$ cat src/rtl/sram_req_arbiter.sv
// Shares one SRAM-like request port between inst-fetch and data-access requesters.
// Data wins by default; inst is forced through after STARVE_LIM back-to-back data grants.
module sram_req_arbiter #(
    parameter int MAX_OUTST  = 4,
    parameter int STARVE_LIM = 3
) (
    input  logic        clk,
    input  logic        reset,

    input  logic        inst_req,
    input  logic        inst_wr,
    input  logic [1:0]  inst_size,
    input  logic [31:0] inst_addr,
    input  logic [3:0]  inst_wstrb,
    input  logic [31:0] inst_wdata,
    output logic        inst_addr_ok,
    output logic        inst_data_ok,
    output logic [31:0] inst_rdata,

    input  logic        data_req,
    input  logic        data_wr,
    input  logic [1:0]  data_size,
    input  logic [31:0] data_addr,
    input  logic [3:0]  data_wstrb,
    input  logic [31:0] data_wdata,
    output logic        data_addr_ok,
    output logic        data_data_ok,
    output logic [31:0] data_rdata,

    output logic        out_req,
    output logic        out_wr,
    output logic [1:0]  out_size,
    output logic [31:0] out_addr,
    output logic [3:0]  out_wstrb,
    output logic [31:0] out_wdata,
    input  logic        out_addr_ok,
    input  logic        out_data_ok,
    input  logic [31:0] out_rdata
);
    localparam int PW = (MAX_OUTST > 1) ? $clog2(MAX_OUTST) : 1;
    localparam int CW = PW + 1;
    localparam int SW = $clog2(STARVE_LIM + 1);

    typedef enum logic [1:0] {IDLE, GNT_I, GNT_D} state_t;

    state_t               state;
    logic [CW-1:0]        cnt;
    logic [CW-1:0]        wr_cnt;
    logic [PW-1:0]        rd_ptr;
    logic [PW-1:0]        wr_ptr;
    logic [MAX_OUTST-1:0] own_q;   // 1 = data requester
    logic [MAX_OUTST-1:0] dwr_q;   // entry is a data write
    logic [SW-1:0]        starve;

    logic hs, hs_data, push_dwr, fifo_nonempty, pop, pop_dwr, head_data;
    logic room, inst_elig, data_elig;

    assign hs            = (state != IDLE) && out_addr_ok;
    assign hs_data       = hs && (state == GNT_D);
    assign push_dwr      = hs_data && data_wr;
    assign fifo_nonempty = (cnt != '0);
    assign pop           = out_data_ok && fifo_nonempty;
    assign head_data     = own_q[rd_ptr];
    assign pop_dwr       = pop && dwr_q[rd_ptr];

    assign room      = (cnt < CW'(MAX_OUTST));
    assign inst_elig = inst_req && room;
    // RAW ordering: a data read must not pass an outstanding data write
    assign data_elig = data_req && room && (data_wr || (wr_cnt == '0));

    assign inst_addr_ok = (state == GNT_I) && out_addr_ok;
    assign data_addr_ok = (state == GNT_D) && out_addr_ok;
    assign inst_data_ok = pop && !head_data;
    assign data_data_ok = pop && head_data;
    assign inst_rdata   = out_rdata;
    assign data_rdata   = out_rdata;

    always_comb begin
        out_req   = 1'b0;
        out_wr    = 1'b0;
        out_size  = '0;
        out_addr  = '0;
        out_wstrb = '0;
        out_wdata = '0;
        case (state)
            GNT_I: begin
                out_req   = 1'b1;
                out_wr    = inst_wr;
                out_size  = inst_size;
                out_addr  = inst_addr;
                out_wstrb = inst_wstrb;
                out_wdata = inst_wdata;
            end
            GNT_D: begin
                out_req   = 1'b1;
                out_wr    = data_wr;
                out_size  = data_size;
                out_addr  = data_addr;
                out_wstrb = data_wstrb;
                out_wdata = data_wdata;
            end
            default: ;
        endcase
    end

    always_ff @(posedge clk) begin
        if (reset) begin
            state  <= IDLE;
            cnt    <= '0;
            wr_cnt <= '0;
            rd_ptr <= '0;
            wr_ptr <= '0;
            own_q  <= '0;
            dwr_q  <= '0;
            starve <= '0;
        end else begin
            case (state)
                IDLE: begin
                    if ((starve == SW'(STARVE_LIM)) && inst_elig) state <= GNT_I;
                    else if (data_elig)                          state <= GNT_D;
                    else if (inst_elig)                          state <= GNT_I;
                end
                GNT_I, GNT_D: if (out_addr_ok) state <= IDLE;
                default: state <= IDLE;
            endcase

            if (hs) begin
                own_q[wr_ptr] <= hs_data;
                dwr_q[wr_ptr] <= push_dwr;
                wr_ptr        <= wr_ptr + PW'(1);
            end
            if (pop) rd_ptr <= rd_ptr + PW'(1);

            cnt    <= cnt + CW'(hs) - CW'(pop);
            wr_cnt <= wr_cnt + CW'(push_dwr) - CW'(pop_dwr);

            if (hs && (state == GNT_I))
                starve <= '0;
            else if (hs_data && inst_req && (starve != SW'(STARVE_LIM)))
                starve <= starve + SW'(1);
        end
    end

    // A return with nothing outstanding means the bridge broke ordering
    always_ff @(posedge clk) begin
        if (!reset) assert (!(out_data_ok && !fifo_nonempty))
            else $error("sram_req_arbiter: out_data_ok with no outstanding transaction");
    end

endmodule

$ cat config.mk
export PLATFORM = sky130hd
export DESIGN_NAME = sram_req_arbiter
export DESIGN_NICKNAME = d
export VERILOG_FILES = /design/src/rtl/sram_req_arbiter.sv
export SDC_FILE = /design/constraint.sdc
export NUM_CORES = 1
export LEC_CHECK = 0
export CAP_MARGIN = 20
export CORE_AREA = 2 2 126 128
export DETAILED_ROUTE_END_ITERATION = 12
export DIE_AREA = 0 0 128 130
export DONT_BUFFER_PORTS = 1
export GPL_ROUTABILITY_DRIVEN = 1
export GPL_TIMING_DRIVEN = 0
export PLACE_DENSITY = 0.31
export SETUP_SLACK_MARGIN = 0.4
export SYNTH_ARGS = -nofsm -noshare
export SYNTH_HDL_FRONTEND = slang
export SYNTH_SLANG_ARGS = --single-unit
$ cat constraint.sdc
create_clock -name clk -period 2.6 [get_ports clk]
set_input_delay 0.13 -clock clk [delete_from_list [all_inputs] [get_ports clk]]
set_output_delay 0.13 -clock clk [all_outputs]
set_load 0.03 [all_outputs]
Word level (Yosys, flattened, before mapping)
Cells that the tools add are included.
{"block": "totals", "regBits": 22, "latch_bits": 0, "ram_bits": 0, "mem_bits_ro": 0, "output_inout_bits": 140, "n_memories": 0}
{"block": "classes", "add_sub_neg": 7, "mul": 0, "n_div": 0, "magnitude_cmp": 4, "n_eq_ne": 6, "shift": 0, "mux": 19, "bitwise": 0, "reduce_logical": 26}
{"cell": "32-bit one-hot mux with 2 select lines", "count": 2}
{"cell": "1-bit logical AND", "count": 17}
{"cell": "4-bit bitwise mux", "count": 2}
{"cell": "2-bit two-way mux", "count": 4}
{"cell": "2-bit one-hot mux with 2 select lines", "count": 2}
{"cell": "4-bit one-hot mux with 2 select lines", "count": 1}
{"cell": "2-bit by 1-bit adder with 2-bit output, second input constant", "count": 3}
{"cell": "3-bit by 1-bit adder with 3-bit output", "count": 2}
{"cell": "2-bit by 3-bit < comparator with 1-bit output, second input constant", "count": 2}
{"cell": "3-bit by 1-bit subtractor with 3-bit output", "count": 2}
{"cell": "1-bit binary-select mux with 2-bit select", "count": 2}
{"cell": "2-bit == test, second input constant", "count": 2}
{"cell": "1-bit two-way mux", "count": 4}
{"cell": "4-bit != test, second input constant", "count": 1}
{"cell": "2-bit OR reduction", "count": 2}
{"cell": "3-bit logical NOT", "count": 1}
{"cell": "3-bit < comparator, second input constant", "count": 1}
{"cell": "3-bit nonzero test", "count": 1}
{"cell": "1-bit demux with 2-bit select", "count": 1}
{"cell": "2-bit by 1-bit == test with 1-bit output, second input constant", "count": 1}
{"cell": "2-bit by 1-bit >= comparator with 1-bit output, second input constant", "count": 1}
{"cell": "2-bit logical NOT", "count": 1}
{"cell": "2-bit by 1-bit != test with 1-bit output, second input constant", "count": 1}
{"cell": "2-bit != test, second input constant", "count": 1}
{"cell": "5 further kinds", "count": 5}

Depth between registers and ports, before layout
Gate-level depths: netlist of run 1.
{"block": "depth", "depth_word": 6, "mapped_depth": 14, "depth_no_buf": 12}

Worst setup path after synthesis of run 1
No wires, ideal clock.
{"block": "synth_timing", "path_type": "register -> register", "from": "reg state[0]", "to": "reg wr_cnt[2]", "setup_time_ns": 0.128, "arrival_ns": 2.258, "required_time_ns": 2.472, "path_slack_ns": 0.214, "stages_incl_launch_ff": 15, "path_buffers": 2, "synth_period_minus_slack_ns": 2.386, "path_cell_list": "dfxtp_1 > inv_1 > ha_1 > nor2b_2 > buf_4 > buf_6 > nand2_1 > ha_1 > inv_1 > ha_1 > inv_1 > fa_1 > xor2_1 > xnor2_1 > nor2_1"}
{"block": "synth_between", "elab_chain_cells": 6}
{"element": "from (decl)", "line_no": "46", "rtl": "state_t state;"}
{"element": "from (signal assigned)", "line_no": "108", "rtl": "state <= IDLE;"}
{"element": "from (signal assigned)", "line_no": "119", "rtl": "if ((starve == SW'(STARVE_LIM)) && inst_elig) state <= GNT_I;"}
{"element": "from (signal assigned)", "line_no": "120", "rtl": "else if (data_elig) state <= GNT_D;"}
{"element": "2-bit nonzero test", "line_no": "58", "rtl": "assign hs = (state != IDLE) && out_addr_ok;"}
{"element": "1-bit logical AND", "line_no": "58"}
{"element": "1-bit logical AND *", "line_no": "59", "rtl": "assign hs_data = hs && (state == GNT_D);"}
{"element": "1-bit logical AND *", "line_no": "60", "rtl": "assign push_dwr = hs_data && data_wr;"}
{"element": "3-bit by 1-bit adder with 3-bit output *", "line_no": "135", "rtl": "wr_cnt <= wr_cnt + CW'(push_dwr) - CW'(pop_dwr);"}
{"element": "3-bit by 1-bit subtractor with 3-bit output *", "line_no": "135"}
{"element": "to (signal assigned)", "line_no": "135"}
{"element": "to (decl)", "line_no": "48", "rtl": "logic [CW-1:0] wr_cnt;"}
Every way passes the cells marked *; elsewhere a longest branch is shown, timed or not.
A chain may end at the register's enable or synchronous reset.

Worst setup path in the final report of run 1
{"block": "layout_timing", "from": "reg rd_ptr[1]", "to": "reg wr_cnt[2]"}
{"block": "layout_between", "elab_chain_cells": 4}
{"element": "from (decl)", "line_no": "49", "rtl": "logic [PW-1:0] rd_ptr;"}
{"element": "from (signal assigned)", "line_no": "132", "rtl": "if (pop) rd_ptr <= rd_ptr + PW'(1);"}
{"element": "1-bit binary-select mux with 2-bit select", "line_no": "64", "rtl": "assign pop_dwr = pop && dwr_q[rd_ptr];"}
{"element": "1-bit two-way mux (not written as such)", "line_no": "64"}
{"element": "1-bit logical AND", "line_no": "64"}
{"element": "3-bit by 1-bit subtractor with 3-bit output", "line_no": "135"}
Every way passes these cells. The select of a mux whose other input is x is not followed.

==> results of run 1 <==
## power by group through the flow
stage	combinational, W	sequential [W]	clock, W
after floorplan	0.00129	0.000428	0
after global placement	0.00159	0.000443	0
after detailed placement	0.00161	0.000443	0
after CTS	0.00187	0.000435	0.000377
after global routing	0.00218	0.000443	0.000392
final	0.00202	0.000435	0.000359
## registers in the layout, summed over array words and instances, names as in the netlist
register,cells
rd_ptr,2
dwr_q,4
starve,2
cnt,3
wr_ptr,2
own_q,4
state,2
wr_cnt,3
## layout make-up
cell class,count,area (um^2)
Inverter,11,43.79
Buffer,93,649.4
Clock buffer,4,88.84
Sequential cell,22,446.7
Fill cell,1725,11740
Timing Repair Buffer,14,105.1
Multi-Input combinational cell,233,2115
Tap cell,192,240.2
## worst max-delay path, delay by kind of cell (launching register included)
family | cells | cell delay [ns]
adders and majority gates | 3 | 0.65
muxes | 1 | 0.48
DFF | 1 | 0.36
xor gates and xnor gates | 2 | 0.31
and+or+nand+nor | 2 | 0.22
buffers and inverters | 2 | 0.09
## metal layers
layer	share of wire, %	global-route usage [%]
met5	0	0
met3	14	7.790
met1	39	15.35
met2	47	21.26
met4	0.56	1.228
## kinds of logic (layout without fill, tap and decap cells)
family          count (synthesis)  in the layout  share of synthesized area (%)
simple gates                  118            118                          24.66
buf+inv                       104            122                          24.11
compound gates                 90             90                          23.65
flops                          22             22                          16.07
fa+ha+maj                      14             14                          6.941
xor+xnor                        8              8                          2.557
mux                             3              3                          2.009
## synthesized netlist by cell type (3+ instances only)
library cell,n,area share [%]
nor2b_1,76,17
inv_1,11,1.5
xor2_1,3,0.96
dfxtp_1,22,16
clkbuf_1,14,1.9
nand2_1,15,2.1
buf_4,66,18
ha_1,12,5.5
a22oi_1,70,19
a21oi_1,12,2.2
nand3_1,8,1.5
buf_2,11,2.0
and2_1,5,1.1
nor2_1,10,1.4
xnor2_1,5,1.6
## path summary, 6_finish.rpt
check,startpoint,end,slack (ns)
hold reg to reg,dwr_q[1],dwr_q[1],0.46
setup / recovery,rd_ptr[1],wr_cnt[2],0.37
hold / removal,inst_req,state[0],0.07
setup reg to reg,rd_ptr[1],wr_cnt[2],0.37
## what timing repair did
| action | 4_1_cts | 5_1_grt |
|---|---|---|
| setup buffers | 11 | 3 |
| pin swaps | 9 | 5 |
| setup endpoints to repair | 74 | 67 |
| gates resized for setup | 93 | 53 |
| gates cloned | 0 | 0 |
| hold buffers | 0 | 0 |
## cells in the final DEF (no fill, tap or decap), types with 8 or more instances in the layout
| cell | Yosys | final |
|---|---|---|
| nand2_1 | 15 | 14 |
| a22oi_1 | 70 | 70 |
| buf_2 | 11 | 11 |
| nor2_1 | 10 | 10 |
| nor2b_4 | 0 | 44 |
| nor2b_2 | 1 | 29 |
| nand3_1 | 8 | 8 |
| a21oi_1 | 12 | 12 |
| buf_4 | 66 | 79 |
| dfxtp_1 | 22 | 19 |
## metrics by stage
stage / std cells / power, W
finish: 569 / 0.002809
global route: 569 / 0.003012
CTS: 566 / 0.002686
detailed placement: 551 / 0.002053
global placement: 551 / 0.002035
floorplan: 359 / 0.001720
==> summary.txt, run 1 <==
Longest Clk Path Bufs = 2
CTS tree = yes
Post-DRT Antenna Nets = 0
Pint = 0.001474 W
post-synth design cell area = 0.002740 mm^2
GRT Overall Usage = 13.03%
fin. max-slew vios = 0
final core utilization = 23.91%
via count = 2616
worst slew pin tran = 0.6617 ns
skew final = 0.006905 ns
die height = 130 um
minimum clock period = 2.228 ns
outcome = completed
crit path max-delay cell type = mux4_2
hold path depth = 2
Most used DFF post-synth = dfxtp_1
Warnings, synthesis = 0
fmax = 0.4489 GHz
area grow syn2layout = 34.61%
H-tree Lvls = 1
DR pass1 iterations = 4
setup TNS = 0 ns
clk_lat worst skew = 0.26 ns
crit-path max cell delay = 0.48 ns
clock sinks = 22
Seq/Total Area, Yosys = 16.07%
number of global-route vias before repair = 2426
Worst IR Drop VDD = 257.3 uV
Place WS = 0.09717 ns
number of synthesized flops with an enable pin = 0
Ant. Diodes = 0
NetSw = 0.001335 W
largest net degree at the start of global routing = 13
asr flop ratio synth = 0%
final hold violation count = 0
Post-Syn Instances = 359
syn_nets = 553
placed cell area = 0.003019 mm^2
post-route cell area = 0.003689 mm^2
P per Cell Area = 761.6 mW/mm^2
Clock power frac = 12.8%
final setup fails = 0
# IOs = 320
antenna violations before repair = 0
vias per cell = 4.598
share of layout cells above drive strength 1 = 52.79%
initial DRC count = 64
first-pass GRT wire length = 15.79 mm
fin crit share = 85.69%
Max transition margin = 55.88%
synthesized flop and latch total = 22
startpoint types = register
worst r2r path cells = 10
Worst Setup End Kind = register
Sw Share = 47.52%
die area = 0.01664 mm^2
Avg Synthesized Cell Area = 7.633 um^2
cts bufs inserted = 3
routability cong. = 0.7360
FP Rows = 46
Comb pwr share = 71.8%
Hold Slack = 0.06527 ns
net count reported at finish = 572
CTS root buf = clkbuf_16
drt wl/cell = 22.01 um
unrepaired setup endpoints after global routing = yes
Distinct cells, synth = 31
worst path required time = 2.72 ns
die width = 128 um
register share of total power = 15.5%
Core Region = 0.01542 mm^2
Worst-path clk slew = 0.06 ns
Starting Density = 17.76%
Crit Path Class = reg2reg
Critical Path AT = 2.35 ns
Max Cap Viol = 0
leakage power = 1.295 nW
worst path cell trace = mux4_2, and2_4, ha_4, inv_2, ha_4, inv_2, fa_2, xor2_1, xnor2_1, nor2_1
dpl hpwl = 10.82 mm
CP Max Fanout = 3
PortBufs = 0
Overflow after GRT = 0
Hold Crit Class = in2reg
final WL = 12.53 mm
# DRC = 0
Final Worst Setup Slack = 0.3722 ns
No activity file was read; power rests on OpenSTA's default activity.
==> run 2, diff against run 1 <==
--- a/config.mk
+++ b/config.mk
@@ -6,13 +6,15 @@
 export NUM_CORES = 1
 export LEC_CHECK = 0
 export CAP_MARGIN = 20
-export CORE_AREA = 2 2 126 128
+export CELL_PAD_IN_SITES_DETAIL_PLACEMENT = 0
+export CELL_PAD_IN_SITES_GLOBAL_PLACEMENT = 1
+export CORE_AREA = 2 2 125 127
 export DETAILED_ROUTE_END_ITERATION = 12
-export DIE_AREA = 0 0 128 130
+export DIE_AREA = 0 0 127 129
 export DONT_BUFFER_PORTS = 1
 export GPL_ROUTABILITY_DRIVEN = 1
 export GPL_TIMING_DRIVEN = 0
-export PLACE_DENSITY = 0.31
+export PLACE_DENSITY = 0.43
 export SETUP_SLACK_MARGIN = 0.4
 export SYNTH_ARGS = -nofsm -noshare
 export SYNTH_HDL_FRONTEND = slang
==> run 2 against run 1 <==
Net effect:
- worst hold slack better by 0.017 ns
- clock skew down 0.0055 ns
- register-to-register slack about the same
==> summary.txt, run 2 (same netlist as run 1, synthesis figures left out) <==
Worst-path clk slew = 0.06 ns
setup TNS = 0 ns
CP Max Fanout = 3
family with the most delay on the worst path = adder cells
outcome = completed
leakage power = 1.282 nW
largest net degree at the start of global routing = 12
CTS root buf = clkbuf_16
skew final = 0.001413 ns
first-pass GRT wire length = 16.39 mm
clk_lat worst skew = 0.25 ns
final setup fails = 0
clock sinks = 22
worst path required time = 2.72 ns
initial DRC count = 128
post-route cell area = 0.003699 mm^2
Max transition margin = 59.66%
cts bufs inserted = 3
largest registers = dwr_q (4), own_q (4)
drt wl/cell = 23.16 um
Worst Setup End Kind = register
Hold Crit Class = in2reg
die area = 0.01638 mm^2
FP Rows = 45
Longest Clk Path Bufs = 2
Overflow after GRT = 0
Core Region = 0.01498 mm^2
commonest non-fill, non-tap cell in the layout = buf_4
antenna violations before repair = 0
Max Cap Viol = 0
startpoint types = register
most frequent CP cell = ha_4
minimum clock period = 2.227 ns
Starting Density = 18.30%
final hold violation count = 0
placed cell area = 0.003014 mm^2
share of layout cells above drive strength 1 = 53.33%
area grow syn2layout = 34.98%
routability cong. = 0.6867
vias per cell = 4.723
worst path cell trace = inv_4, ha_4, nor2b_4, buf_6, buf_8, inv_4, ha_4, inv_2, ha_4, fa_2, xnor2_2, xnor2_1, nor2_1
# DRC = 0
final WL = 13.04 mm
# IOs = 320
DR pass1 iterations = 4
via count = 2659
fmax = 0.4491 GHz
worst slew pin tran = 0.6039 ns
die height = 129 um
PortBufs = 0
dpl hpwl = 11.01 mm
Critical Path AT = 2.35 ns
P per Cell Area = 762.9 mW/mm^2
number of global-route vias before repair = 2488
CTS Hold Bufs = 0
worst path bufs/invs = 5
fin crit share = 85.64%
unrepaired setup endpoints after global routing = yes
commonest non-fill, non-tap cells in the layout = 78 x buf_4, 70 x a22oi_1, 46 x nor2b_4
net count reported at finish = 571
Post-DRT Antenna Nets = 0
fin. max-slew vios = 0
crit path max-delay cell type = fa_2
Ant. Diodes = 0
Crit Path Class = reg2reg
GRT Overall Usage = 13.72%
die width = 127 um
crit-path max cell delay = 0.37 ns
CTS tree = yes
Worst IR Drop VDD = 261.1 uV
H-tree Lvls = 1
==> run 2: metal layers <==
| metal | GRT usage, % | up-vias | routed length, um |
|---|---|---|---|
| met5 | 0 | - | 0 |
| met4 | 0.9696 | 0 | 20 |
| met3 | 8.274 | 4 | 1759 |
| met2 | 22.71 | 161 | 6310 |
| met1 | 16.00 | 1292 | 4949 |
| li1 | - | 1202 | - |
==> run 2: through the flow <==
stage                     utilization [%]  setup slack [ns]  cells  hold slack (ns)  power, W
after floorplan                         -            0.3587    359           0.3039  0.001720
after global placement              20.13           0.08815    547           0.3356  0.002045
after detailed placement            20.13           0.09397    547           0.3441  0.002053
after CTS                           23.31            0.2797    560          0.07265  0.002666
after global routing                24.70            0.2742    563          0.09310  0.003009
final                               24.70            0.3734    563          0.08266  0.002822
==> run 2: final timing paths <==
path	start	to	slack, ns	cells past startpoint
worst max-delay path	state[0]	cnt[2]	0.37	13
worst min-delay path	inst_req	state[0]	0.08	2
worst max register to register	state[0]	cnt[2]	0.37	13
worst min register to register	dwr_q[1]	dwr_q[1]	0.46	2
==> run 2: timing repair <==
action / CTS / global route
setup buffers: 10 / 3
cloned: 0 / 0
pin swaps: 7 / 8
endpoints found under the setup margin: 75 / 68
resized for setup: 102 / 49
==> run 2: layout make-up <==
cell class                      instances  area [um^2]
Sequential cell                        22        444.2
Fill cell                            1653        11280
Buffer                                 93        648.1
Inverter                               11        46.29
Clock buffer                            3        75.07
Timing Repair Buffer                   13        97.59
Multi-Input combinational cell        233         2152
Tap cell                              188        235.2
==> run 2: report_power, final <==
group | internal (W) | switching (W)
registers | 0.000385 | 0.0000505
logic | 0.000863 | 0.00120
clock network | 0.000203 | 0.000122
total | 0.00145 | 0.00137
==> run 2: worst register-to-register path: stages, from the launching register on <==
cell     delay [ns]
dfxtp_2        0.35
inv_4          0.05
ha_4           0.16
nor2b_4        0.12
buf_6          0.11
buf_8          0.11
inv_4          0.04
ha_4           0.25
inv_2          0.04
ha_4           0.15
fa_2           0.37
xnor2_2        0.15
xnor2_1        0.17
nor2_1         0.05
==> run 3, diff against run 2 <==
==> constraint.sdc (replaced) <==
create_clock -name clk -period 2.6 [get_ports clk]
set_input_delay 0.78 -clock clk [delete_from_list [all_inputs] [get_ports clk]]
set_output_delay 0.78 -clock clk [all_outputs]
set_load 0.03 [all_outputs]
==> run 3 against run 2 <==
Net effect:
- non-clock buffer count up 4
- worst setup slack worse by 0.23 ns
- clock skew up 0.0013 ns
- flip-flop and latch count unchanged
- count of clock-buffer cells in the layout unchanged
- critical endpoint is now out_wstrb[3]
- largest cell class unchanged
==> summary.txt, run 3 (same netlist as run 1, synthesis figures left out) <==
FP Rows = 45
# IOs = 320
die height = 129 um
minimum clock period = 2.453 ns
# DRC = 0
Crit Path Class = reg2out
initial DRC count = 96
GRT Overall Usage = 12.39%
Core Region = 0.01498 mm^2
worst path required time = 1.82 ns
Multi-input gate area = 0.002447 mm^2
leakage power = 1.444 nW
total power = 0.003309 W
skew final = 0.002756 ns
placed insts = 547
Overflow after GRT = 0
net count reported at finish = 575
final WL = 12.00 mm
largest net degree at the start of global routing = 12
P per Cell Area = 775.5 mW/mm^2
final hold violation count = 0
commonest non-fill, non-tap cell in the layout = buf_4
placed cell area = 0.003473 mm^2
unrepaired setup endpoints after global routing = yes
Starting Density = 18.30%
Worst IR Drop VDD = 326.1 uV
Longest Clk Path Bufs = 2
final setup fails = 0
Final Worst Setup Slack = 0.1471 ns
drt wl/cell = 21.13 um
H-tree Lvls = 1
fin. max-slew vios = 0
fillers = 1587
outcome = completed
vias per cell = 4.734
CTS Hold Bufs = 0
antenna violations before repair = 1
Max Cap Viol = 0
routability cong. = 0.7044
CP Max Fanout = 6
largest registers = dwr_q (4), own_q (4)
Post-DRT Antenna Nets = 0
Reg area = 450.4 um^2
startpoint types = register
Worst Setup End Kind = primary output
clk_lat worst skew = 0.26 ns
post-route cell area = 0.004267 mm^2
Place WS = -0.07449 ns
Hold Crit Class = reg2reg
die area = 0.01638 mm^2
CTS root buf = clkbuf_16
Critical Path AT = 1.67 ns
PortBufs = 0
area grow syn2layout = 55.71%
worst slew pin tran = 0.5523 ns
share of layout cells above drive strength 1 = 64.12%
clock sinks = 22
cts bufs inserted = 3
fin crit share = 94.34%
Worst-path clk slew = 0.06 ns
commonest non-fill, non-tap cells in the layout = 82 x buf_4, 72 x nor2b_4, 42 x a22oi_1
CTS tree = yes
Max transition margin = 63.18%
number of global-route vias before repair = 2487
via count = 2689
fmax = 0.4077 GHz
first-pass GRT wire length = 15.19 mm
die width = 127 um
dpl hpwl = 9.717 mm
Layout Cells excl Fill = 568
DR pass1 iterations = 4
[run 3: cell count changes in the layout (fill, tap and decap cells not counted), moves of 8 or more]
cell and delta:
a22oi_1 -28, a22oi_2 +28, buf_2 -8, nor2b_2 -25, nor2b_4 +26
[run 3: cell type report]
class	instances	area share (%)
inverters	11	1.202
diodes	1	0.05865
flip-flops and latches	22	10.56
repair buffers	17	3.754
plain buffers	93	19.79
multi-input cells	233	57.36
clock buffers	3	1.760
well taps	188	5.513
[run 3: worst paths after layout]
check / end / slack (ns) / start / cells after the start
min: dwr_q[1] / 0.45 / dwr_q[1] / 2
max reg2reg: wr_cnt[2] / 0.37 / state[1] / 13
min reg2reg: dwr_q[1] / 0.45 / dwr_q[1] / 2
max: out_wstrb[3] / 0.15 / state[1] / 5
[run 3: report_power, final]
group / switching [W] / internal, W
registers: 0.0000524 / 0.000389
clock network: 0.000124 / 0.000203
logic: 0.00129 / 0.00125
total: 0.00147 / 0.00184
[run 3: metrics by stage]
| step | setup TNS, ns | utilization [%] | hold slack, ns |
|---|---|---|---|
| after global routing | 0 | 28.49 | 0.4860 |
| after global placement | -0.1718 | 23.19 | 0.4420 |
| after floorplan | 0 | - | 0.4331 |
| final | 0 | 28.49 | 0.4525 |
| after CTS | 0 | 26.58 | 0.4554 |
| after detailed placement | -0.3418 | 23.19 | 0.4469 |
[run 3: repair_timing]
item / CTS / global route
hold endpoints to repair: 0 / 0
cloned: 2 / 3
setup buffers: 5 / 7
gates resized for setup: 91 / 44
pin swaps: 5 / 7
setup endpoints to repair: 79 / 78
[run 3: routing by layer]
| layer | wire (um) | track usage, % | part of all wire (%) |
|---|---|---|---|
| met2 | 6258 | 22.77 | 52 |
| met3 | 1154 | 4.033 | 9.6 |
| met5 | 0 | 0 | 0 |
| met4 | 318 | 2.780 | 2.6 |
| met1 | 4268 | 13.98 | 36 |
[run 3: critical path, stage by stage (launching register included)]
cell	delay, ns
dfxtp_2	0.35
inv_4	0.05
ha_4	0.36
clkbuf_16	0.21
clkbuf_16	0.14
nor2b_4	0.30
